==> src/rtl/mac_seq_divider_if.sv <==
// Start/busy/done handshake bundle for mac_seq_divider.
// master drives the request and operands; slave returns status and results.
interface mac_seq_divider_if;
  localparam int unsigned DW = 8;
  localparam int unsigned VW = 4;

  logic          start;
  logic [DW-1:0] dividend;
  logic [VW-1:0] divisor;
  logic          busy;
  logic          done;
  logic [DW-1:0] quotient;
  logic [VW-1:0] remainder;
  logic          div_by_zero;

  modport master (
    output start, dividend, divisor,
    input  busy, done, quotient, remainder, div_by_zero
  );

  modport slave (
    input  start, dividend, divisor,
    output busy, done, quotient, remainder, div_by_zero
  );
endinterface

==> src/rtl/mac_seq_divider.sv <==
// Sequential 8-by-4 restoring divider, one quotient bit per clock, MSB first.
// Optional feature macro: MAC_DIV_ZERO_CHECK_EN -- when defined, a zero divisor
// skips the iteration, completes one cycle after acceptance and raises div_by_zero.
module mac_seq_divider (
  input  logic              clk,
  input  logic              rst,
  mac_seq_divider_if.slave  bus
);
  localparam int unsigned DW = 8;
  localparam int unsigned VW = 4;
  localparam int unsigned CW = 3;

  typedef enum logic [1:0] {IDLE, CALC, DONE} state_t;

  state_t        state;
  logic [DW-1:0] dvd;           // dividend shifts out the top, quotient bits shift in the bottom
  logic [VW-1:0] dvs;
  logic [VW-1:0] pr;            // partial remainder; its fifth bit is always dropped by the shift
  logic [CW-1:0] cnt;

  logic          busy_reg;
  logic          done_reg;
  logic [DW-1:0] quotient_reg;
  logic [VW-1:0] remainder_reg;
  logic          dbz_reg;

  logic [VW:0]   pr_shift_c;
  logic          q_bit_c;
  logic [VW-1:0] pr_next_c;
  logic          zero_abort_c;

  // One restoring step: shift in next dividend bit, trial-subtract, restore on borrow
  always_comb begin
    pr_shift_c = {pr, dvd[DW-1]};
    q_bit_c    = (pr_shift_c >= {1'b0, dvs});
    pr_next_c  = q_bit_c ? VW'(pr_shift_c - {1'b0, dvs}) : pr_shift_c[VW-1:0];
  end

`ifdef MAC_DIV_ZERO_CHECK_EN
  assign zero_abort_c = (dvs == '0);
`else
  assign zero_abort_c = 1'b0;
`endif

  // Control FSM, datapath registers and registered outputs
  always_ff @(posedge clk or posedge rst) begin
    if (rst) begin
      state         <= IDLE;
      dvd           <= '0;
      dvs           <= '0;
      pr            <= '0;
      cnt           <= '0;
      busy_reg      <= 1'b0;
      done_reg      <= 1'b0;
      quotient_reg  <= '0;
      remainder_reg <= '0;
      dbz_reg       <= 1'b0;
    end else begin
      done_reg <= 1'b0;
      case (state)
        IDLE: begin
          if (bus.start) begin
            dvd      <= bus.dividend;
            dvs      <= bus.divisor;
            pr       <= '0;
            cnt      <= '0;
            busy_reg <= 1'b1;
            state    <= CALC;
          end
        end
        CALC: begin
          if (zero_abort_c) begin
            quotient_reg  <= '1;
            remainder_reg <= dvd[VW-1:0];
            dbz_reg       <= 1'b1;
            busy_reg      <= 1'b0;
            done_reg      <= 1'b1;
            state         <= DONE;
          end else begin
            dvd <= {dvd[DW-2:0], q_bit_c};
            pr  <= pr_next_c;
            cnt <= cnt + CW'(1);
            if (cnt == CW'(DW-1)) begin
              quotient_reg  <= {dvd[DW-2:0], q_bit_c};
              remainder_reg <= pr_next_c;
              dbz_reg       <= 1'b0;
              busy_reg      <= 1'b0;
              done_reg      <= 1'b1;
              state         <= DONE;
            end
          end
        end
        DONE:    state <= IDLE;
        default: state <= IDLE;
      endcase
    end
  end

  assign bus.busy        = busy_reg;
  assign bus.done        = done_reg;
  assign bus.quotient    = quotient_reg;
  assign bus.remainder   = remainder_reg;
  assign bus.div_by_zero = dbz_reg;
endmodule

==> src/flat_wrapper.sv <==
// flat-port wrapper written by rule: the top's interface ports become plain ports
module mac_seq_divider_flat 
  (clk, rst, bus_start, bus_dividend, bus_divisor, bus_busy, bus_done, bus_quotient, bus_remainder, bus_div_by_zero);
  mac_seq_divider_if bus_i ();
  input  logic clk;
  input  logic rst;
  input wire logic [$bits(bus_i.start)-1:0] bus_start;
  input wire logic [$bits(bus_i.dividend)-1:0] bus_dividend;
  input wire logic [$bits(bus_i.divisor)-1:0] bus_divisor;
  output wire logic [$bits(bus_i.busy)-1:0] bus_busy;
  output wire logic [$bits(bus_i.done)-1:0] bus_done;
  output wire logic [$bits(bus_i.quotient)-1:0] bus_quotient;
  output wire logic [$bits(bus_i.remainder)-1:0] bus_remainder;
  output wire logic [$bits(bus_i.div_by_zero)-1:0] bus_div_by_zero;
  assign bus_i.start = bus_start;
  assign bus_i.dividend = bus_dividend;
  assign bus_i.divisor = bus_divisor;
  assign bus_busy = bus_i.busy;
  assign bus_done = bus_i.done;
  assign bus_quotient = bus_i.quotient;
  assign bus_remainder = bus_i.remainder;
  assign bus_div_by_zero = bus_i.div_by_zero;
  mac_seq_divider u_core (.clk(clk), .rst(rst), .bus(bus_i));
endmodule
==> config.mk <==
export PLATFORM = sky130hd
export DESIGN_NAME = mac_seq_divider_flat
export DESIGN_NICKNAME = d
export VERILOG_FILES = /design/src/rtl/mac_seq_divider_if.sv /design/src/rtl/mac_seq_divider.sv /design/src/flat_wrapper.sv
export SDC_FILE = /design/constraint.sdc
export NUM_CORES = 1
export LEC_CHECK = 0
export BUFFER_PORTS_ARGS = -buffer_cell sky130_fd_sc_hd__clkbuf_2
export CORE_AREA = 2 2 67 69
export DETAILED_ROUTE_END_ITERATION = 16
export DIE_AREA = 0 0 69 71
export PLACE_DENSITY = 0.7
export SLEW_MARGIN = 0
export SYNTH_ARGS = -nofsm -noshare
export SYNTH_HDL_FRONTEND = slang
export SYNTH_SLANG_ARGS = --single-unit
==> constraint.sdc <==
create_clock -name clk -period 2.85 [get_ports clk]
set_input_delay 0.285 -clock clk [delete_from_list [all_inputs] [get_ports clk]]
set_output_delay 0.285 -clock clk [all_outputs]
set_load 0.01 [all_outputs]
Yosys cells after proc, flatten, opt, wreduce, memory -nomap -nowiden
Cells that the tools add are included.
- input port bits: 15
- latch bits: 0
- flip-flop bits (word level): 35
- bits in read-only memories: 0
- memories kept: 0
- RAM bits: 0
- reductions and logical operators: 7
- shift operators: 0
- multiply operators: 0
- bitwise logic cells: 0
- $add $sub $neg: 2
- div/mod/pow operators: 0
- magnitude comparators: 1
- muxes and demuxes: 15
- eq/ne operators: 4
- operator list (operator ; count):
    case mux 8 bit (2 select lines) ; 1
    two-way mux 4 bit ; 2
    two-way mux 8 bit ; 1
    case mux 4 bit (2 select lines) ; 1
    AND reduction 2 bit ; 4
    case mux 3 bit (2 select lines) ; 1
    >= comparator 5 x 4 -> 1 bit ; 1
    two-way mux 1 bit ; 4
    two-way mux 2 bit ; 2
    case mux 2 bit (2 select lines) ; 1
    subtractor 4 bit ; 1
    adder 3 x 1 -> 3 bit, second input constant ; 1
    == test 3 bit, second input constant ; 1
    two-way mux 3 bit ; 1
    AND reduction 3 bit ; 1
    == test 2 x 1 -> 1 bit, second input constant ; 1
    logical NOT 2 bit ; 1
    inequality test 2 x 1 -> 1 bit, second input constant ; 1
    inequality test 2 bit, second input constant ; 1
    case mux 1 bit (2 select lines) ; 1
    nonzero test 2 bit ; 1

Logic depth before layout (Yosys ltp)
Gate-level depths: netlist of the first run.
- depth in word-level cells: 3
- depth in mapped cells: 7
- gate-level depth less buffers: 7

Least setup slack after synthesis of the first run
OpenSTA, ideal clock, no wires.
- kind: register to register
- start point: register u_core.dvs[0]
- end point: register u_core.remainder_reg[2] (netlist: u_core.bus.remainder[2])
- stages on the path, launching flop included: 7
- arrival time: 1.692 ns
- setup slack: 1.088 ns
- setup time: 0.069 ns
- required time: 2.781 ns
- path buffers: 0
- clock period less this slack: 1.762 ns
- path through: dfrtp_1 > ha_1 > fa_1 > or2_2 > o21ai_0 > nand4_1 > nand3_1
- word-level cells in the longest chain between the ends: 2
- elaborated cells between the ends (all ways): 3
- classes of those cells: add/sub (1); order compare (1); mux (1)
- ends and longest elaborated chain (element ; line ; text):
    from (decl) ; mac_seq_divider.sv:17 ; logic [VW-1:0] dvs;
    from (signal assigned) ; mac_seq_divider.sv:64 ; dvs <= bus.divisor;
    subtractor 4 bit or >= comparator 5 x 4 -> 1 bit (tied branches) ; mac_seq_divider.sv:36, mac_seq_divider.sv:35 ;
    two-way mux 4 bit (*) ; mac_seq_divider.sv:36 ; pr_next_c = q_bit_c ? VW'(pr_shift_c - {1'b0, dvs}) : pr_shift_c[VW-1:0];
    to (signal assigned) ; mac_seq_divider.sv:74 ; remainder_reg <= dvd[VW-1:0];
    to (signal assigned) ; mac_seq_divider.sv:85 ; remainder_reg <= pr_next_c;
    to (decl) ; mac_seq_divider.sv:24 ; logic [VW-1:0] remainder_reg;
Mark *: on every way between the ends. The rest lies on a longest branch, timed or not.
A chain may end at the register's enable or synchronous reset.

Worst setup path in the final report of the first run
- start point: register u_core.dvd[7]
- end point: register u_core.remainder_reg[2] (netlist: u_core.bus.remainder[2])
- word-level cells in the longest chain between the ends: 2
- elaborated cells between the ends (all ways): 3
- classes of those cells: add/sub (1); order compare (1); mux (1)
- ends and longest elaborated chain (element ; line ; text):
    from (decl) ; mac_seq_divider.sv:16 ; logic [DW-1:0] dvd;
    from (signal assigned) ; mac_seq_divider.sv:63 ; dvd <= bus.dividend;
    from (signal assigned) ; mac_seq_divider.sv:80 ; dvd <= {dvd[DW-2:0], q_bit_c};
    subtractor 4 bit or >= comparator 5 x 4 -> 1 bit (tied branches) ; mac_seq_divider.sv:36, mac_seq_divider.sv:35 ;
    two-way mux 4 bit (*) ; mac_seq_divider.sv:36 ;
Marked as above.

==> results.toml, run 1 <==
[outcome]
status = "finished, final reports clean"

[placement]
post-place-ws_ns = 0.943
gp_congestion = 0.862
dp_cells = 249
io_buffers = 28
postPlaceCellArea_sq_um = 1900
dp_hpwl_um = 2430

[run]
cap_viol_max_count = 0

[clock_tree]
cts_made_buffers = 5
post_cts_resized = 0
cts.sinks = 35
htreeDepth = 2
cts_setup_buffers = 0
clk_pin_slew_ns = 0.08
cts_tree = "yes"
cts_hold_buf = 0
root_buffer = "clkbuf_8"
clk-insertion-delay-late_ns = 0.29
clockBufferDepth = 2

[floorplan]
die_h_um = 71
ioPinCount = 30
start_util_pct = 40.6
die_w_um = 69
fp.coreArea_sq_um = 4200
die_area_sq_um = 4900
core.rowCount = 24

[cells_and_area]
syn2layout_area_growth_pct = 16.9
antenna_cells = 0
drive_gt1_share_pct = 26.8
fin_cells = 257
nNetsFinal = 226
design_area_sq_um = 2000

[setup_path]
critPathMaxFanout = 4
critical-path-top-delay-family = "adder cells"
start_kind = "register"
critPathBufInv = 1
worst_ep_arrival_time_ns = 2.18
cp-end-kind = "register"
crit_cells = 7
cp_data_required_time_ns = 3.07
critical_path.cell_chain = "inv_1, ha_1, fa_1, or2_2, o21ai_0, nand4_1, nand3_1"
path_class = "reg2reg"
cpPeakStageDelay_ns = 0.44
r2r_cells = 7
crit_slowest_cell = "fa_1"

[routing]
ant_nets = 0
routed_wl_um = 3280
num_vias = 1326
via_per_inst = 5.16
firstDrtPassIters = 4
drt_iter0_drc = 65
drc = 0
wl_per_cell_um = 12.8

[yosys]
yosysTopAreaCellShare_pct = 51.3
ys.flop_type = "dfrtp_1"
synth_area_sq_um = 1710
synth_area_per_cell_sq_um = 9.81
synth.largest_area_cell = "dfrtp_1"
seq_area_frac_synth_pct = 51.3
synth_cell_types = 35
async_flop_share_pct = 100
syn_nets = 196
yosys-top-cells-area = "dfrtp_1 (51%), nand2_1 (7.7%), mux2_2 (4.6%)"
synthCells = 174
synth_edf_count = 0
ys_warn_count = 0
ys_top_cells_by_count = "dfrtp_1 (35), nand2_1 (35), nor2_1 (12)"
synth-seq-cells = 35

[grt]
grt_usage_pct = 14.9
antenna_found_initial = 0
grt-ovfl-total = 0
grt_pass1_vias = 1283
grt_busiest_layer = "met2"
grtUsageMet3_pct = 2.85
grt_max_degree = 36
grt_pass1_wl_um = 5770
use_met1_pct = 19.3
grtUsageMet2_pct = 23.6

[sta]
finalHoldWorstSlack_ns = 0.0574
timing.final.ws_setup_ns = 0.891
max_slew_margin_pct = 43.0
rsz0062_at_grt = "no"
fmax_ghz = 0.510
fin_crit_ns = 1.96
setup_viol = 0
slew_violations = 0
final_hold_viol_count = 0
worst-slew-pin-transition_ns = 0.855
setup_tns_ns = 0
finalCritPeriodShare_pct = 68.7
fin_worst_skew_ns = 0.00905

[pwr]
powerDensity_nw_per_um2 = 1290
p_leak_nw = 0.953
irDropWorstVdd_mv = 0.342

[hold_path]
min_path_type = "in2async"
==> path summary, 6_finish.rpt <==
path | slack, ns | to | start
setup reg to reg | 0.89 | u_core.bus.remainder[2] | u_core.dvd[7]
hold / removal | 0.06 | u_core.bus.busy | rst
hold reg to reg | 0.48 | u_core.bus.remainder[3] | u_core.bus.remainder[3]
min in group clk | 0.20 | u_core.dvs[0] | bus_divisor[0]
setup / recovery | 0.89 | u_core.bus.remainder[2] | u_core.dvd[7]
max in group asynchronous | 2.48 | u_core.bus.remainder[1] | rst
==> kinds of logic after synthesis <==
family                   count (synthesis)  synth area share [%]
flip-flops                              35                  51.3
multiplexers                             7                  4.62
AND/OR/NAND/NOR                         70                  19.8
AO/OA/AOI/OAI                           37                  14.3
other                                    1                 0.220
buffers and inverters                   17                  4.18
adder cells (fa/ha/maj)                  7                  5.57
==> routing by layer <==
metal | vias up | routed length, um
met5 | - | 0
met4 | 0 | 78
met3 | 7 | 132
met2 | 37 | 1510
met1 | 618 | 1560
li1 | 664 | -
==> area by class of cell <==
class	instances	area [sq um]
multi-input combinational	122	759
timing repair buffer	31	163
fill	418	2210
clock inverter	2	16.3
tap	52	65.1
clock buffer	6	82.6
sequential	35	876
inverter	9	33.8
==> cells in the final DEF (no fill, tap or decap), types with 2 or more instances in the layout <==
cell,Yosys,routed
clkbuf_2,0,28
nand3_1,6,6
o211ai_1,2,2
nor2_1,12,12
nor2b_1,2,2
nor3_1,3,3
mux2_2,7,7
o21ai_0,11,11
ha_1,6,6
nand4_1,3,3
nand2b_1,2,2
and3_4,2,2
inv_1,8,8
a21oi_1,4,4
o31ai_1,6,6
buf_4,1,3
a21o_1,2,2
dfrtp_1,35,35
nand2_1,35,35
a31oi_1,6,6
clkbuf_8,0,6
==> stage by stage <==
| step | total power [mW] | utilization (%) |
|---|---|---|
| after CTS | 2.59 | 47.5 |
| after global placement | 2.17 | 45.1 |
| after floorplan | 1.88 | - |
| after detailed placement | 2.21 | 45.1 |
| after global routing | 2.81 | 47.5 |
| final | 2.58 | 47.5 |
==> worst reg2reg max path: stages, from the launching register on <==
cell and delay, ns:
dfrtp_1 0.35, inv_1 0.05, ha_1 0.22, fa_1 0.44, or2_2 0.29, o21ai_0 0.27
nand4_1 0.14, nand3_1 0.12
==> power by group <==
group / switching, mW / total (mW) / leakage (nW) / internal [mW]
Sequential: 0.154 / 0.894 / 0.408 / 0.740
Clock: 0.184 / 0.381 / 0.0474 / 0.197
Combinational: 0.735 / 1.30 / 0.498 / 0.567
Power figures use the tool's default switching activity.
==> run 2, diff against run 1 <==
==> constraint.sdc (replaced) <==
create_clock -name clk -period 2 [get_ports clk]
set_input_delay 0.2 -clock clk [delete_from_list [all_inputs] [get_ports clk]]
set_output_delay 0.2 -clock clk [all_outputs]
set_load 0.01 [all_outputs]
==> run 2 against run 1 <==
Compared with the run above: sequential cell count stayed put; die area unchanged; register-to-register slack got worse by 0.73 ns; sequential power grew 43%; critical path type unchanged; via count up 0.68%; sequential share of layout area down 0.89 points; final area grew 2.1%; first-iteration DRC count is 37% higher; global-route usage up 1.1 points; clock skew fell by 0.0068 ns; combinational power is 47% higher; count of clock-buffer cells in the layout increased by 2.
==> results.toml, run 2 (synthesized netlist as in run 1, its figures left out) <==
[sta]
rsz0062_at_grt = "no"
setup_viol = 0
setup_tns_ns = 0
slew_violations = 0
fin_crit_ns = 1.84
fin_worst_skew_ns = 0.00227
finalCritPeriodShare_pct = 92.2
worst-slew-pin-transition_ns = 0.506
max_slew_margin_pct = 66.2
final_hold_viol_count = 0
finalHoldWorstSlack_ns = 0.116
fmax_ghz = 0.542

[floorplan]
start_util_pct = 40.6
ioPinCount = 30
core.rowCount = 24
die_h_um = 71
die_area_sq_um = 4900
fp.coreArea_sq_um = 4200
die_w_um = 69

[setup_path]
start_kind = "register"
cp_data_required_time_ns = 2.19
crit_slowest_cell = "dfrtp_1"
critPathMaxFanout = 7
path_class = "reg2reg"
r2r_slack_ns = 0.16
cpPeakStageDelay_ns = 0.41
cp-end-kind = "register"
worst_ep_arrival_time_ns = 2.03
critical_path.cell_chain = "ha_1, nor4_2, o21ai_1, and3_4, o31ai_1"

[routing]
drt_iter0_drc = 89
via_per_inst = 5.10
routed_wl_um = 3450
drc = 0
num_vias = 1335
ant_nets = 0
firstDrtPassIters = 4
wl_per_cell_um = 13.2

[cells_and_area]
mostFrequentLayoutCells = "nand2_1 (35), dfrtp_1 (35), clkbuf_2 (28)"
antenna_cells = 0
nNetsFinal = 231
syn2layout_area_growth_pct = 19.4
drive_gt1_share_pct = 27.6

[clock_tree]
clk_pin_slew_ns = 0.07
cts_setup_buffers = 0
cts_tree = "yes"
htreeDepth = 2
cts_made_buffers = 5
cts.sinks = 35
clk-insertion-delay-late_ns = 0.28
root_buffer = "clkbuf_8"
clockBufferDepth = 2

[pwr]
powerDensity_nw_per_um2 = 1840
combPwrFrac_pct = 51.0
p_switching_mw = 1.53
p_sw_share_pct = 40.7
p_leak_nw = 0.981
seq_power_share_pct = 34.2
power_frac_clock_pct = 14.8
finalPower_mw = 3.75
internal_power_mw = 2.22
irDropWorstVdd_mv = 0.517

[grt]
grt_max_degree = 36
grt_pass1_vias = 1366
grt_pass1_wl_um = 6150
antenna_found_initial = 0
grt_usage_pct = 16.1
grt-ovfl-total = 0

[hold_path]
min_path_type = "in2reg"

[outcome]
status = "finished, final reports clean"

[placement]
dp_hpwl_um = 2530
io_buffers = 28
gp_congestion = 0.866

[run]
cap_viol_max_count = 0
run 2: cell types whose count changed in the layout (fill, tap and decap cells not counted), sizes merged:
cell	before	now
dlygate4sd3	0	1
buf	3	7
clkinvlp	1	0
clkbuf	34	36
clkinv	1	0
run 2: critical path: cells and delay by family (launching register included):
kind                     cells  cell delay, ns
flip-flops                   1            0.41
AO/OA/AOI/OAI                2            0.48
adder cells (fa/ha/maj)      1            0.29
AND/OR/NAND/NOR              2            0.56
run 2: final timing paths:
kind | from | endpoint | depth (start not counted)
worst max-delay path | u_core.pr[2] | u_core.pr[0] | 5
worst min-delay path | bus_divisor[2] | u_core.dvs[2] | 3
worst max register to register | u_core.pr[2] | u_core.pr[0] | 5
worst min register to register | u_core.bus.remainder[0] | u_core.bus.remainder[0] | 2
max in group asynchronous | rst | u_core.bus.quotient[3] | 4
min in group asynchronous | rst | u_core.bus.done | 4
run 2: stage by stage:
step                      instance area, sq um  std cells  worst slack [ns]  utilization, %
final                                     2040        262             0.156            48.5
after detailed placement                  1930        253             0.130            45.8
after floorplan                           1710        174             0.238               -
after global routing                      2040        262            0.0133            48.5
after global placement                    1930        253             0.171            45.8
after CTS                                 2040        262            0.0967            48.5
run 2: power groups by stage:
stage / clock [mW] / sequential (mW) / combinational, mW
global route: 0.604 / 1.34 / 2.15
finish: 0.553 / 1.28 / 1.91
CTS: 0.570 / 1.28 / 1.92
detailed placement: 0 / 1.29 / 1.91
floorplan: 0 / 1.30 / 1.37
global placement: 0 / 1.28 / 1.85
run 2: what timing repair did:
action / CTS / global route
setup endpoints to repair: 0 / 1
gates resized for setup: 0 / 1
hold buffers: 1 / 0
endpoints found under the hold margin: 29 / 0
run 2: routing by layer:
| layer | track usage [%] | share of wire [%] | wire length [um] |
|---|---|---|---|
| met1 | 20.3 | 46 | 1590 |
| met2 | 25.2 | 47 | 1620 |
| met3 | 5.84 | 5.7 | 197 |
| met4 | 6.54 | 1.5 | 51 |
| met5 | 0 | 0 | 0 |
run 2: area by class of cell:
| cell class | count | area, sq um |
|---|---|---|
| Fill cell | 402 | 2170 |
| Inverter | 9 | 33.8 |
| Tap cell | 52 | 65.1 |
| Sequential cell | 35 | 876 |
| Timing Repair Buffer | 36 | 203 |
| Multi-Input combinational cell | 122 | 759 |
| Clock buffer | 8 | 100 |
